==> config.mk <==
export PLATFORM = sky130hd
export DESIGN_NAME = commutation_sequencer
export DESIGN_NICKNAME = d
export VERILOG_FILES = /design/src/rtl/commutation_pkg.sv /design/src/rtl/step_rate_timer.sv /design/src/rtl/commutation_sequencer.sv
export SDC_FILE = /design/constraint.sdc
export NUM_CORES = 1
export LEC_CHECK = 0
export ABC_AREA = 1
export CAP_MARGIN = 25
export CORE_MARGIN = 3
export CORE_UTILIZATION = 30
export DETAILED_ROUTE_END_ITERATION = 10
export GPL_ROUTABILITY_DRIVEN = 1
export GPL_TIMING_DRIVEN = 0
export SYNTH_ARGS = -nofsm -noshare
export SYNTH_HDL_FRONTEND = slang
export SYNTH_SLANG_ARGS = --single-unit
==> constraint.sdc <==
create_clock -name i_clk -period 5.7 [get_ports i_clk]
set_input_delay 0.855 -clock i_clk [delete_from_list [all_inputs] [get_ports i_clk]]
set_output_delay 0.855 -clock i_clk [all_outputs]
set_load 0.02 [all_outputs]
==> src/rtl/commutation_pkg.sv <==
// commutation_pkg: shared state codes and widths for the commutation sequencer
package commutation_pkg;
   localparam int         K_STEP_W     = 3;
   localparam logic [2:0] K_IDLE_CODE  = 3'd0;
   localparam logic [2:0] K_BRAKE_CODE = 3'd4;
   localparam logic [2:0] K_FAULT_CODE = 3'd5;
   typedef enum logic [2:0] {
      ST_IDLE  = K_IDLE_CODE,
      ST_ALIGN = 3'd1,
      ST_RAMP  = 3'd2,
      ST_RUN   = 3'd3,
      ST_BRAKE = K_BRAKE_CODE,
      ST_FAULT = K_FAULT_CODE
   } state_e;
endpackage

==> src/rtl/step_rate_timer.sv <==
// step_rate_timer: substep period counter plus substep-in-step counter
// Ports: i_enable counts, i_clear zeroes both counters, i_period is the substep period (0 acts as 1);
//        o_substep flags the last clk of a period, o_full_step flags the last substep of an electrical step.
module step_rate_timer #(
   parameter int K_PERIOD_W  = 16,
   parameter int K_NSUBSTEPS = 10
) (
   input  logic                  i_clk,
   input  logic                  i_rst_n,
   input  logic                  i_enable,
   input  logic                  i_clear,
   input  logic [K_PERIOD_W-1:0] i_period,
   output logic                  o_substep,
   output logic                  o_full_step
);
   localparam int K_SUB_W = $clog2(K_NSUBSTEPS);
   logic [K_PERIOD_W-1:0] cnt_q, cnt_d, last;
   logic [K_SUB_W-1:0]    sub_q, sub_d;
   always_comb begin
      last        = (i_period == '0) ? '0 : i_period - 1'b1;
      // >= keeps the counter from running away if the period shrinks below it
      o_substep   = i_enable && (cnt_q >= last);
      o_full_step = o_substep && (sub_q >= K_SUB_W'(K_NSUBSTEPS - 1));
      cnt_d       = i_clear ? '0 : !i_enable ? cnt_q : o_substep ? '0 : cnt_q + 1'b1;
      sub_d       = i_clear ? '0 : o_full_step ? '0 : o_substep ? sub_q + 1'b1 : sub_q;
   end
   always_ff @(posedge i_clk or negedge i_rst_n) begin
      if (!i_rst_n) begin
         cnt_q <= '0;
         sub_q <= '0;
      end else begin
         cnt_q <= cnt_d;
         sub_q <= sub_d;
      end
   end
endmodule

==> src/rtl/commutation_sequencer.sv <==
// commutation_sequencer: open-loop align/ramp/run/brake sequencer for the 6-step pattern generator
// Optional feature: define COMMUTATION_POWER_RAMP_EN to ramp o_power up during RAMP.
// Ports: i_start/i_stop/i_fault drive the FSM; i_align_*, i_period_*, i_brake_time set timing;
//        o_force_* align the rotor, o_step_trigger/o_step_reverse step it, o_brake/o_power set drive,
//        o_state/o_running report status. All outputs are registered.
module commutation_sequencer
   import commutation_pkg::*;
#(
   parameter int K_NSUBSTEPS = 10,
   parameter int K_PERIOD_W  = 16,
   parameter int K_ALIGN_W   = 20
) (
   input  logic                           i_clk,
   input  logic                           i_rst_n,
   input  logic                           i_start,
   input  logic                           i_stop,
   input  logic                           i_fault,
   input  logic                           i_direction,
   input  logic [2:0]                     i_align_step,
   input  logic [K_ALIGN_W-1:0]           i_align_time,
   input  logic [K_PERIOD_W-1:0]          i_period_start,
   input  logic [K_PERIOD_W-1:0]          i_period_min,
   input  logic [K_PERIOD_W-1:0]          i_period_dec,
   input  logic [K_PERIOD_W-1:0]          i_brake_time,
   input  logic [$clog2(K_NSUBSTEPS)-1:0] i_power_target,
   output logic [2:0]                     o_force_step_value,
   output logic                           o_force_step_trigger,
   output logic [$clog2(K_NSUBSTEPS)-1:0] o_force_substep,
   output logic                           o_step_trigger,
   output logic                           o_step_reverse,
   output logic                           o_brake,
   output logic                           o_bypass_power,
   output logic [$clog2(K_NSUBSTEPS)-1:0] o_power,
   output logic [2:0]                     o_state,
   output logic                           o_running
);
   localparam int K_SUB_W = $clog2(K_NSUBSTEPS);
   localparam int K_DW    = (K_ALIGN_W > K_PERIOD_W) ? K_ALIGN_W : K_PERIOD_W;
   state_e                state_q, state_d;
   logic [K_DW-1:0]       dwell_q, dwell_d, align_lim, brake_lim;
   logic [K_PERIOD_W-1:0] period_q, period_d, dec_period, ramp_period;
   logic [K_SUB_W-1:0]    power_q, power_d, ramp_power, align_power;
   logic [K_STEP_W-1:0]   force_val_q, force_val_d;
   logic                  force_trig_q, force_trig_d, trig_q, trig_d, rev_q, rev_d;
   logic                  brake_q, brake_d, running_q, running_d;
   logic                  timing, entering_align, substep, full_step;

   assign timing = (state_q == ST_RAMP) || (state_q == ST_RUN);

   step_rate_timer #(.K_PERIOD_W(K_PERIOD_W), .K_NSUBSTEPS(K_NSUBSTEPS)) u_timer (
      .i_clk       (i_clk),
      .i_rst_n     (i_rst_n),
      .i_enable    (timing),
      .i_clear     (!timing),
      .i_period    (period_q),
      .o_substep   (substep),
      .o_full_step (full_step)
   );

   always_comb begin
      align_lim   = (i_align_time == '0) ? '0 : K_DW'(i_align_time - 1'b1);
      brake_lim   = (i_brake_time == '0) ? '0 : K_DW'(i_brake_time - 1'b1);
      dec_period  = (period_q > i_period_dec) ? period_q - i_period_dec : '0;
      ramp_period = (dec_period > i_period_min) ? dec_period : i_period_min;
      state_d     = state_q;
      if (i_fault)
         state_d = ST_FAULT;
      else if (i_stop && (state_q inside {ST_ALIGN, ST_RAMP, ST_RUN}))
         state_d = ST_BRAKE;
      else begin
         case (state_q)
            ST_IDLE:  state_d = (i_start && !i_stop) ? ST_ALIGN : ST_IDLE;
            ST_ALIGN: if (dwell_q >= align_lim) state_d = (i_period_start <= i_period_min) ? ST_RUN : ST_RAMP;
            ST_RAMP:  if (full_step && (ramp_period == i_period_min)) state_d = ST_RUN;
            ST_RUN:   state_d = ST_RUN;
            ST_BRAKE: if (dwell_q >= brake_lim) state_d = ST_IDLE;
            ST_FAULT: if (!i_start) state_d = ST_IDLE;
            default:  state_d = ST_IDLE;
         endcase
      end
      entering_align = (state_q == ST_IDLE) && (state_d == ST_ALIGN);
      // one dwell counter serves both ALIGN and BRAKE; it restarts on every state change
      dwell_d      = (state_d != state_q) ? '0 : dwell_q + 1'b1;
      period_d     = ((state_q == ST_ALIGN) && (state_d inside {ST_RAMP, ST_RUN}))
                        ? ((i_period_start <= i_period_min) ? i_period_min : i_period_start)
                   : ((state_q == ST_RAMP) && full_step) ? ramp_period
                   : ((state_q == ST_RUN) && substep) ? i_period_min
                   : period_q;
      force_trig_d = entering_align;
      force_val_d  = entering_align ? ((i_align_step > 3'd5) ? '0 : i_align_step) : force_val_q;
      rev_d        = entering_align ? i_direction : rev_q;
      trig_d       = substep && (state_d inside {ST_RAMP, ST_RUN});
      brake_d      = state_d inside {ST_BRAKE, ST_FAULT};
      running_d    = state_d == ST_RUN;
`ifdef COMMUTATION_POWER_RAMP_EN
      align_power  = (i_power_target == '0) ? '0 : K_SUB_W'(1);
      ramp_power   = (state_q != ST_RAMP) ? align_power
                   : (full_step && (power_q < i_power_target)) ? power_q + 1'b1
                   : (power_q > i_power_target) ? i_power_target
                   : power_q;
`else
      align_power  = i_power_target;
      ramp_power   = i_power_target;
`endif
      power_d      = (state_d == ST_ALIGN) ? align_power
                   : (state_d == ST_RAMP) ? ramp_power
                   : (state_d == ST_RUN) ? i_power_target
                   : '0;
   end

   always_ff @(posedge i_clk or negedge i_rst_n) begin
      if (!i_rst_n) begin
         state_q      <= ST_IDLE;
         dwell_q      <= '0;
         period_q     <= '0;
         power_q      <= '0;
         force_val_q  <= '0;
         force_trig_q <= 1'b0;
         trig_q       <= 1'b0;
         rev_q        <= 1'b0;
         brake_q      <= 1'b0;
         running_q    <= 1'b0;
      end else begin
         state_q      <= state_d;
         dwell_q      <= dwell_d;
         period_q     <= period_d;
         power_q      <= power_d;
         force_val_q  <= force_val_d;
         force_trig_q <= force_trig_d;
         trig_q       <= trig_d;
         rev_q        <= rev_d;
         brake_q      <= brake_d;
         running_q    <= running_d;
      end
   end

   assign o_force_step_value   = force_val_q;
   assign o_force_step_trigger = force_trig_q;
   assign o_force_substep      = '0;
   assign o_step_trigger       = trig_q;
   assign o_step_reverse       = rev_q;
   assign o_brake              = brake_q;
   assign o_bypass_power       = 1'b0;
   assign o_power              = power_q;
   assign o_state              = state_q;
   assign o_running            = running_q;
endmodule
==> qor.yml <==
status:
  outcome: "finished clean"
timing:
  layout_setup_ws_ns: 0.373
  final.period_utilization_pct: 93.5
  worstMarginPinSlew_ns: 0.561
  hold_viol_final: 0
  slew_violations: 0
  skew_ns: 0.0120
  setup_viol: 0
  tns_ns: 0
  max-slew-margin-rel_pct: 62.3
  fmax_ghz: 0.188
  fin_crit_ns: 5.33
  grt_setup_unrepaired: "false"
finish:
  nNetsFinal: 1659
  num_antenna_cells: 0
  area_delta_synth_final_pct: 23.3
  drive_gt1_share_pct: 5.78
synth:
  synth.distinct_cells: 54
  yosys_warnings: 0
  syn_area_mm2: 0.00858
  ys_ff_latch: 71
  syn_area_per_cell_um2: 6.50
  ys.flop_type: "dfrtp_1"
  synth_edf_count: 0
  synthCells: 1319
  async_flop_share_pct: 100
  ys_seq_area_share_pct: 20.7
drt:
  drt-met1-wl_um: 11400
  detail-route-antenna-nets: 0
  wl_per_cell_um: 13.6
  routed_via_density: 4.79
  wl_um: 24900
  dr_wl_met2_um: 11800
  drt-initial-drc-count: 613
  routed.top_layer: "met4"
  first_pass_iters: 6
  via_count: 8774
  drt_drc_violations_left: 0
  route.met3.wl_um: 1150
floorplanning:
  fp.coreArea_mm2: 0.0280
  die_area_mm2: 0.0307
  start_util_pct: 30.6
  die_w_um: 175
  num_rows: 61
  num_io_pins: 117
  die_h_um: 175
global_routing:
  grt-ovfl-total: 0
  antenna_found_initial: 0
  grt_pass1_wl_um: 40900
  grt_pass1_vias: 8238
  grtUsageTotal_pct: 16.2
  grt_max_degree: 57
cts:
  holdBufCountCts: 0
  cts_tree: "yes"
  clk_latency_ns: 0.34
  cts_buffers: 9
  root_buffer: "clkbuf_16"
  clkTransAtPathRegs_ns: 0.07
  clock_sinks: 71
  h-tree-depth: 3
  cts_buffer_depth: 2
critical_path:
  worst_ep_required_time_ns: 5.97
  cp_common_cell: "nand2_1"
  crit_path_end_kind: "register"
  startpoint_type: "input port"
  worstSetupPathType: "input port to register"
  slowest_delay_ns: 0.46
  critPathMaxFanout: 10
  slowest_stage: "clkdlybuf4s50_1"
  arrival_ns: 5.60
power_and_ir_drop:
  power_density_mw_per_mm2: 176
  leakagePower_nw: 5.25
  vdd_drop_max_mv: 0.117
placed_design:
  dp_slack_ns: -0.0954
  dp_hpwl_um: 20900
  io_buffers: 111
  place_congestion: 0.916
min_path:
  hold_class: "input port to async pin"
flow_run:
  drv_cap: 0
-- repair_timing --
action                     in CTS  in global routing
setup buffers                   0                  0
hold endpoints to repair        0                  0
setup endpoints to repair       0                 40
resized for setup               0                  8
-- flip-flops by register name (all words and copies together) (netlist names), 3 cells and up --
register and count:
o_state 3, u_timer.sub_q 4, period_q 16, o_force_step_value 3, dwell_q 20, o_power 4, u_timer.cnt_q 16
-- through the flow --
stage	hold slack, ns	total power, mW	instances	cell area, um2	util [%]
6_report	0.394	1.86	1832	10600	37.7
3_3_place_gp	0.466	1.23	1815	10200	36.4
2_1_floorplan	0.454	0.985	1326	8600	-
3_5_place_dp	0.475	1.24	1816	10200	36.5
5_1_grt	0.402	1.99	1832	10600	37.7
4_1_cts	0.391	1.88	1832	10500	37.6
-- cells in the final DEF (no fill, tap or decap), drive strengths merged, types with 2 or more instances in the layout --
master / instances
a211oi: 5
a21boi: 3
a21oi: 69
a31oi: 6
a32oi: 3
and2: 3
buf: 14
bufinv: 2
clkbuf: 21
clkdlybuf4s50: 110
clkinv: 2
conb: 9
dfrtp: 71
ha: 112
inv: 206
nand2: 343
nand3: 102
nand3b: 10
nand4: 26
nor2: 146
nor3: 36
nor4: 5
o211ai: 16
o21a: 2
o21ai: 53
o21bai: 2
o221ai: 7
o22ai: 2
or2: 5
xnor2: 13
xor2: 36
-- Yosys cell counts, types with 2 or more instances --
library cell	count	area, um2
nand2_1	331	1240
inv_1	200	751
nor2_1	122	458
ha_1	112	1400
nand3_1	100	500
dfrtp_1	71	1780
a21oi_1	69	345
o21ai_0	53	265
nor3_1	36	180
xor2_1	36	315
nand4_1	26	163
nor2_2	22	138
o211ai_1	16	120
xnor2_1	13	114
clkbuf_1	12	45.0
nand3b_1	10	75.1
nand2_2	9	56.3
o221ai_1	7	61.3
a31oi_1	6	37.5
buf_4	6	45.0
a211oi_1	5	37.5
nor4_1	5	31.3
or2_2	5	31.3
a32oi_1	3	26.3
and2_1	3	18.8
buf_2	3	15.0
a21boi_0	2	15.0
buf_6	2	22.5
conb_1	2	7.51
inv_2	2	7.51
nand2_4	2	22.5
nand3_2	2	20.0
nor2_4	2	22.5
o21a_1	2	15.0
o21bai_1	2	15.0
o22ai_1	2	12.5
-- power by group --
| group | switching [mW] | leakage (nW) | internal [mW] |
|---|---|---|---|
| Clock | 0.237 | 0.157 | 0.389 |
| Sequential | 0.0327 | 0.939 | 0.534 |
| Combinational | 0.399 | 4.16 | 0.268 |
| Total | 0.668 | 5.25 | 1.19 |
-- layer usage --
| layer | vias to the layer above | GRT usage (%) |
|---|---|---|
| li1 | 4589 | - |
| met1 | 3927 | 21.1 |
| met2 | 221 | 27.9 |
| met3 | 37 | 2.59 |
| met4 | 0 | 4.42 |
| met5 | - | 0 |
-- critical path, delay by kind of cell --
kind                       cells  cell delay [ns]
AOI/OAI and AO/OA              1             0.29
buffers and inverters          5             1.02
adders and majority gates      3             0.89
and+or+nand+nor               27             2.53
-- cell families after synthesis --
kind of cell / Yosys count / synth area share [%]
AO/OA/AOI/OAI: 178 / 12.2
adder cells (fa/ha/maj): 113 / 16.6
XOR/XNOR: 49 / 5.00
AND/OR/NAND/NOR: 678 / 34.9
buffers and inverters: 228 / 10.5
flip-flops: 71 / 20.7
other: 2 / 0.0876
-- final timing paths --
kind	startpoint	end	slack, ns	depth (start not counted)
setup / recovery	i_period_dec[0]	dwell_q[10]	0.37	36
hold / removal	i_rst_n	period_q[1]	0.39	1
setup reg to reg	period_q[0]	period_q[8]	0.59	20
hold reg to reg	o_force_step_value[1]	o_force_step_value[1]	0.49	2
max in group asynchronous	i_rst_n	dwell_q[15]	4.73	2
min in group i_clk	o_force_step_value[1]	o_force_step_value[1]	0.49	2
-- area by class of cell --
class                      instances  area [um2]
multi-input combinational       1027        5950
fill                            3025       17400
tap                              378         473
inverter                         204         771
buffer                            24         131
clock buffer                       9         225
sequential                        71        1780
timing repair buffer             112        1140
clock inverter                     7         103
No activity file was read; power rests on OpenSTA's default activity.
